$ cat src/rtl/mux_pkg.sv
// rtl/mux_pkg.sv - shared constants and types for the channel-select pipe
package mux_pkg;

   localparam int ZCNT_W = 16;

   typedef logic [1:0] occ_t;

   localparam occ_t OCC_EMPTY = 2'd0;
   localparam occ_t OCC_ONE   = 2'd1;
   localparam occ_t OCC_FULL  = 2'd2;

   function automatic occ_t next_occ(input occ_t occ, input logic push, input logic pop);
      return occ_t'(occ + occ_t'(push) - occ_t'(pop));
   endfunction

endpackage

$ cat src/rtl/mux_skid_buf2.sv
// rtl/mux_skid_buf2.sv - 2-entry FIFO with registered in_ready and zeroed idle output
module mux_skid_buf2
   import mux_pkg::*;
#(
   parameter int WIDTH = 2
) (
   input  logic             clk,
   input  logic             rst,
   input  logic [WIDTH-1:0] in_data,
   input  logic             in_valid,
   output logic             in_ready,
   output logic [WIDTH-1:0] dout,
   output logic             dout_valid,
   input  logic             dout_ready
);

   occ_t             occ;
   occ_t             occ_nxt;
   logic [WIDTH-1:0] head;
   logic [WIDTH-1:0] tail;
   logic             ready_q;
   logic             push;
   logic             pop;

   assign push    = in_valid & ready_q;
   assign pop     = (occ != OCC_EMPTY) & dout_ready;
   assign occ_nxt = next_occ(occ, push, pop);

   always_ff @(posedge clk) begin
      if (rst) begin
         occ     <= OCC_EMPTY;
         head    <= '0;
         tail    <= '0;
         ready_q <= 1'b1;
      end else begin
         occ     <= occ_nxt;
         // in_ready is a flop of the next occupancy, so dout_ready never reaches it combinationally
         ready_q <= (occ_nxt != OCC_FULL);
         case (occ)
            OCC_EMPTY: begin
               if (push) head <= in_data;
            end
            OCC_ONE: begin
               if (push && pop)  head <= in_data;
               else if (push)    tail <= in_data;
               else if (pop)     head <= '0;
            end
            default: begin
               if (pop) begin
                  head <= tail;
                  tail <= '0;
               end
            end
         endcase
      end
   end

   assign in_ready   = ready_q;
   assign dout       = head;
   assign dout_valid = (occ != OCC_EMPTY);

endmodule

$ cat src/rtl/mux_n_busout_pipe.sv
// rtl/mux_n_busout_pipe.sv - gated N-way channel select into a 2-entry output buffer
// Optional zero-transfer counter enabled by defining MUX_ZERO_CNT_EN.
module mux_n_busout_pipe
   import mux_pkg::*;
#(
   parameter int WIDTH  = 2,
   parameter int NUM_IN = 2,
   localparam int SEL_W = $clog2(NUM_IN)
) (
   input  logic                    clk,
   input  logic                    rst,
   input  logic [NUM_IN*WIDTH-1:0] din,
   input  logic [SEL_W-1:0]        sel,
   input  logic                    en,
   input  logic                    in_valid,
   output logic                    in_ready,
   output logic [WIDTH-1:0]        dout,
   output logic                    dout_valid,
   input  logic                    dout_ready,
   output logic                    err,
   input  logic                    err_clr,
   output logic [ZCNT_W-1:0]       zcnt
);

   logic [WIDTH-1:0] chan;
   logic [WIDTH-1:0] data;
   logic             sel_ok;
   logic             force_zero;
   logic             push;

   always_comb begin
      chan = '0;
      for (int k = 0; k < NUM_IN; k++) begin
         if (sel == SEL_W'(k)) chan = din[k*WIDTH +: WIDTH];
      end
   end

   assign sel_ok     = ({1'b0, sel} < (SEL_W+1)'(NUM_IN));
   assign force_zero = ~en | ~sel_ok;
   assign data       = force_zero ? '0 : chan;
   assign push       = in_valid & in_ready;

   // A bad select is only an error when the gate is open; a new error beats a clear
   always_ff @(posedge clk) begin
      if (rst)                        err <= 1'b0;
      else if (push && en && !sel_ok) err <= 1'b1;
      else if (err_clr)               err <= 1'b0;
   end

`ifdef MUX_ZERO_CNT_EN
   logic [ZCNT_W-1:0] zcnt_q;

   always_ff @(posedge clk) begin
      if (rst)
         zcnt_q <= '0;
      else if (push && force_zero && (zcnt_q != {ZCNT_W{1'b1}}))
         zcnt_q <= zcnt_q + 1'b1;
   end

   assign zcnt = zcnt_q;
`else
   assign zcnt = '0;
`endif

   mux_skid_buf2 #(.WIDTH(WIDTH)) u_buf (
      .clk        (clk),
      .rst        (rst),
      .in_data    (data),
      .in_valid   (in_valid),
      .in_ready   (in_ready),
      .dout       (dout),
      .dout_valid (dout_valid),
      .dout_ready (dout_ready)
   );

endmodule

$ cat config.mk
export PLATFORM = sky130hd
export DESIGN_NAME = mux_n_busout_pipe
export DESIGN_NICKNAME = d
export VERILOG_FILES = /design/src/rtl/mux_pkg.sv /design/src/rtl/mux_skid_buf2.sv /design/src/rtl/mux_n_busout_pipe.sv
export SDC_FILE = /design/constraint.sdc
export NUM_CORES = 1
export LEC_CHECK = 0
export ABC_AREA = 1
export CAP_MARGIN = 20
export CORE_MARGIN = 4
export CORE_UTILIZATION = 43
export CTS_BUF_LIST = sky130_fd_sc_hd__clkbuf_2
export DETAILED_ROUTE_END_ITERATION = 16
export DONT_BUFFER_PORTS = 1
export GPL_TIMING_DRIVEN = 0
export HOLD_SLACK_MARGIN = 0.1
export MAX_ROUTING_LAYER = met4
export SLEW_MARGIN = 20
export SYNTH_ARGS = -nofsm -noshare
export SYNTH_HDL_FRONTEND = slang
export SYNTH_SLANG_ARGS = --single-unit
export TNS_END_PERCENT = 100
$ cat constraint.sdc
create_clock -name clk -period 2.35 [get_ports clk]
set_input_delay 0.47 -clock clk [delete_from_list [all_inputs] [get_ports clk]]
set_output_delay 0.47 -clock clk [all_outputs]
set_load 0.005 [all_outputs]
## After elaboration in Yosys (flattened, before gate mapping)

Index checks and enable logic that the tools add are counted.

- Word-level logic and storage cells: 33
- Register bits: 7
- Memories kept: 0
- Bits in writable memories: 0
- ROM bits: 0
- Output and inout bits: 21
- Latch bits: 0

- Mux-type cells: 10
- Divide/modulo/power cells: 0
- Bitwise gates (word level): 3
- Add/subtract/negate cells: 2
- Shifts and indexed selects: 0
- Eq/ne operators: 7
- Multiply operators: 0
- Reduce and logical (&&, ||, !) cells: 7
- Order comparisons: 0

Operators with widths:

| operator | count |
|---|---|
| 2-to-1 mux 2 bit | 8 |
| case mux 2 bit (2 select lines) | 2 |
| AND reduction 4 bit | 2 |
| inequality test 2 x 1 -> 1 bit (second input constant) | 2 |
| inequality test 2 bit (second input constant) | 2 |
| nonzero test 2 bit | 2 |
| inequality test 3 x 1 -> 1 bit (second input constant) | 1 |
| inequality test 3 bit (second input constant) | 1 |
| nonzero test 3 bit | 1 |
| adder 2 x 1 -> 2 bit | 1 |
| AND 1 bit | 2 |
| == test 2 x 1 -> 1 bit (second input constant) | 1 |
| zero test 2 bit | 1 |
| subtractor 2 x 1 -> 2 bit | 1 |
| logical AND 1 bit | 1 |
| inverter 1 bit | 1 |

## Logic depth before layout (Yosys ltp)

- Depth in word-level cells: 6
- Mapped depth: 8

## Cells and area by module

From an unflattened synthesis, not the netlist that was laid out.

- Cell total of the unflattened synthesis: 96
- Area, all modules: 645.6 um^2

By module, submodules not included:

| module | instances | seq. area each (um^2) | cells an instance | area each (um^2) |
|---|---|---|---|---|
| mux_skid_buf2 | 1 | 140.1 | 68 | 476.7 |
| mux_n_busout_pipe | 1 | 0.0 | 28 | 168.9 |

## Least setup slack after synthesis

Ideal clock, no wire load.

- Path kind: in2reg
- From: input port in_valid
- To: register u_buf.ready_q (netlist: u_buf.in_ready)
- Path buffers: 0
- Setup time: 0.127 ns
- Data arrival time: 1.063 ns
- Cell stages on the path: 6
- Slack: 1.161 ns
- Path through: nand2_1 -> inv_1 -> ha_1 -> inv_1 -> xor2_1 -> nand3_1

- Word-level cells in the longest chain between the ends: 4

Ends and longest elaborated chain:

| what | line | RTL |
|---|---|---|
| start, declared | mux_n_busout_pipe.sv:15 | `input logic in_valid,` |
| AND 1 bit | mux_skid_buf2.sv:25 | `assign push = in_valid & ready_q;` |
| adder 2 x 1 -> 2 bit | mux_pkg.sv:13 | `return occ_t'(occ + occ_t'(push) - occ_t'(pop));` |
| subtractor 2 x 1 -> 2 bit | mux_pkg.sv:13 |  |
| inequality test 2 bit | mux_skid_buf2.sv:38 | `ready_q <= (occ_nxt != OCC_FULL);` |
| end signal, assigned | mux_skid_buf2.sv:38 |  |
| end, declared | mux_skid_buf2.sv:21 | `logic ready_q;` |

Every way passes these cells.
A chain may end at the register's enable or synchronous reset.

## Worst setup path after layout

- From: register u_buf.occ[1]
- To: output port dout_valid

- Word-level cells in the longest chain between the ends: 1

Ends and longest elaborated chain:

| what | line | RTL |
|---|---|---|
| start, declared | mux_skid_buf2.sv:17 | `occ_t occ;` |
| start signal, assigned | mux_skid_buf2.sv:36 | `occ <= occ_nxt;` |
| nonzero test 2 bit | mux_skid_buf2.sv:60 | `assign dout_valid = (occ != OCC_EMPTY);` |
| end, declared | mux_n_busout_pipe.sv:18 | `output logic dout_valid,` |

Every way passes these cells.

==> impl_metrics.py <==
metrics = {
    "clocking": {
        "cts_tree": "built",
        "cts_buffers": 3,
        "clock_path_buffers": 2,
        "clk_latency_ns": 0.23,
        "cts_hold_buffers": 0,
        "cts.sinks": 7,
        "cts_resized": 0,
        "clk_pin_slew_ns": 0.07,
        "clockRootBuffer": "clkbuf_2",
        "post_cts_buffers": 0,
        "ctsHtreeMaxLevel": 1,
    },
    "timing": {
        "fin_skew_ns": 0.000474,
        "fin_tns_setup_ns": 0,
        "setup_viol": 0,
        "clock.fmax_mhz": 723,
        "final_max_slew_viol_count": 0,
        "hold_viol": 0,
        "finalCritPeriodShare": 0.588,
        "rsz0062_at_grt": "no",
        "finalCriticalPeriod_ns": 1.38,
    },
    "global_routing": {
        "grt_max_degree": 8,
        "grt_use_total": 0.118,
        "grt_pass1_wl_um": 1670,
        "grt_overflow": 0,
        "grt_pass1_vias": 432,
        "antenna_found_initial": 0,
    },
    "logic_synthesis": {
        "syn-cell-area_sq_um": 574,
        "synthCells": 91,
        "synth_xor_area_frac": 0.0153,
        "ys_seq_elements": 7,
        "muxShareOfSynthArea": 0,
        "yosys.area.top_type": "dfxtp_1",
        "synth_area_leaders": "dfxtp_1, buf_4, nand2_1, inv_1, nand3_1",
        "syn_avg_cell_area_sq_um": 6.31,
        "seq_area_frac_synth": 0.244,
        "synth_top_family_by_area": "buffers and inverters",
        "synth-compound-area-share": 0.0610,
        "ys_types": 18,
        "synth_fa_ha_area_frac": 0.0218,
        "synth_warnings": 0,
        "yosys.area_share.simple": 0.325,
        "synth_top_area_share": 0.244,
    },
    "floorplan": {
        "dieArea_sq_mm": 0.00198,
        "ios": 32,
        "start_util": 0.484,
        "rows": 12,
        "core-area_sq_mm": 0.00119,
        "die_h_um": 44.5,
        "dieWidth_um": 44.5,
    },
    "route": {
        "drt_iter0_drc": 11,
        "drc": 0,
        "via_per_inst": 4.08,
        "dr.pass1.iters": 4,
        "post_drt_wl_per_cell_um": 8.49,
        "wirelength_um": 1060,
        "vias": 510,
        "drt.antenna.violating_nets": 0,
    },
    "worst_setup_path": {
        "critical_path_required_ns": 1.88,
        "crit_fanout": 7,
        "end_kind": "primary output",
        "worst-setup-path-type": "register to primary output",
        "arrival_ns": 0.91,
        "critPathLaunchType": "register",
    },
    "cells_and_area": {
        "num-fill-cells": 125,
        "fin_nets": 124,
        "area.growth.synth_to_final_pct": 17.0,
        "drive_gt1_frac": 0.261,
        "final_cell_mix": "nand2_1, buf_4, conb_1",
        "diodes": 0,
        "final_common_cell": "nand2_1",
    },
    "power": {
        "vdd_drop_max_uv": 307,
        "powerDensity_mw_per_mm2": 452,
        "finalPower_w": 0.000304,
        "leakagePower_nw": 0.406,
    },
    "placed_design": {
        "port_buffers": 0,
        "gp_congestion": 0.753,
        "place_hpwl_um": 900,
    },
    "job": {
        "cap_violations": 0,
    },
    "worst_hold_path": {
        "hold_class": "input port to register",
    },
    "outcome": {
        "outcome": "finished, final reports clean",
    },
}
-- per-stage QoR --
stage | hold WS (ns) | setup WS (ns) | utilization | area, sq um | cells
floorplan | 0.453 | 1.16 | - | 634 | 107
global placement | 0.477 | 1.08 | 0.550 | 652 | 121
detailed placement | 0.472 | 1.10 | 0.550 | 652 | 121
CTS | 0.295 | 0.982 | 0.566 | 672 | 125
global route | 0.284 | 0.908 | 0.566 | 672 | 125
finish | 0.301 | 0.967 | 0.566 | 672 | 125
-- sequential cells by signal (all words and copies together) (netlist names) --
register,count
u_buf.dout,2
u_buf.occ,2
u_buf.tail,2
u_buf.in_ready,1
-- logic make-up after synthesis --
kind of cell / Yosys count
other: 1
AOI/OAI and AO/OA: 5
and+or+nand+nor: 43
xor gates and xnor gates: 1
buffers and inverters: 33
adders and majority gates: 1
DFF: 7
-- metal layers --
layer	track usage	vias up	wire length, um	share of wire
met5	-	-	0	0
met2	0.175	26	470	0.44
met4	0.0181	0	7	0.0066
li1	-	285	-	-
met3	0.0732	2	144	0.14
met1	0.137	197	438	0.41
-- report_power, final --
part / internal (W) / switching (W)
combinational: 0.0000376 / 0.0000445
sequential: 0.000127 / 0.00000763
clock: 0.0000452 / 0.0000419
total: 0.000210 / 0.0000940
-- cell type report --
| type | count | area [sq um] | area share |
|---|---|---|---|
| buffer | 17 | 128 | 0.190 |
| clock buffer | 4 | 20.0 | 0.0298 |
| inverter | 16 | 60.1 | 0.0894 |
| multi-input combinational | 67 | 307 | 0.456 |
| sequential | 7 | 140 | 0.209 |
| tap | 14 | 17.5 | 0.0261 |
-- Yosys cell counts --
master	n
a21boi_0	1
a21oi_1	1
a21oi_2	1
buf_4	17
conb_1	1
dfxtp_1	7
ha_1	1
inv_1	13
inv_2	3
nand2_1	20
nand2_2	3
nand3_1	9
nand4_1	2
nor2_1	8
nor3_1	1
o21ai_0	1
o21ai_2	1
xor2_1	1
-- worst paths after layout --
path	startpoint	end	slack, ns	cells after the start
worst min-delay path	rst	u_buf.occ[1]	0.30	1
worst max register to register	u_buf.occ[0]	u_buf.in_ready	1.06	7
worst max-delay path	u_buf.occ[1]	dout_valid	0.97	2
worst min register to register	u_buf.tail[0]	u_buf.tail[0]	0.48	2
-- worst max-delay path: stages, from the launching register on --
cell and delay [ns]:
dfxtp_1 0.47, inv_2 0.10, nand2_2 0.11
No activity file was read; power rests on OpenSTA's default activity.
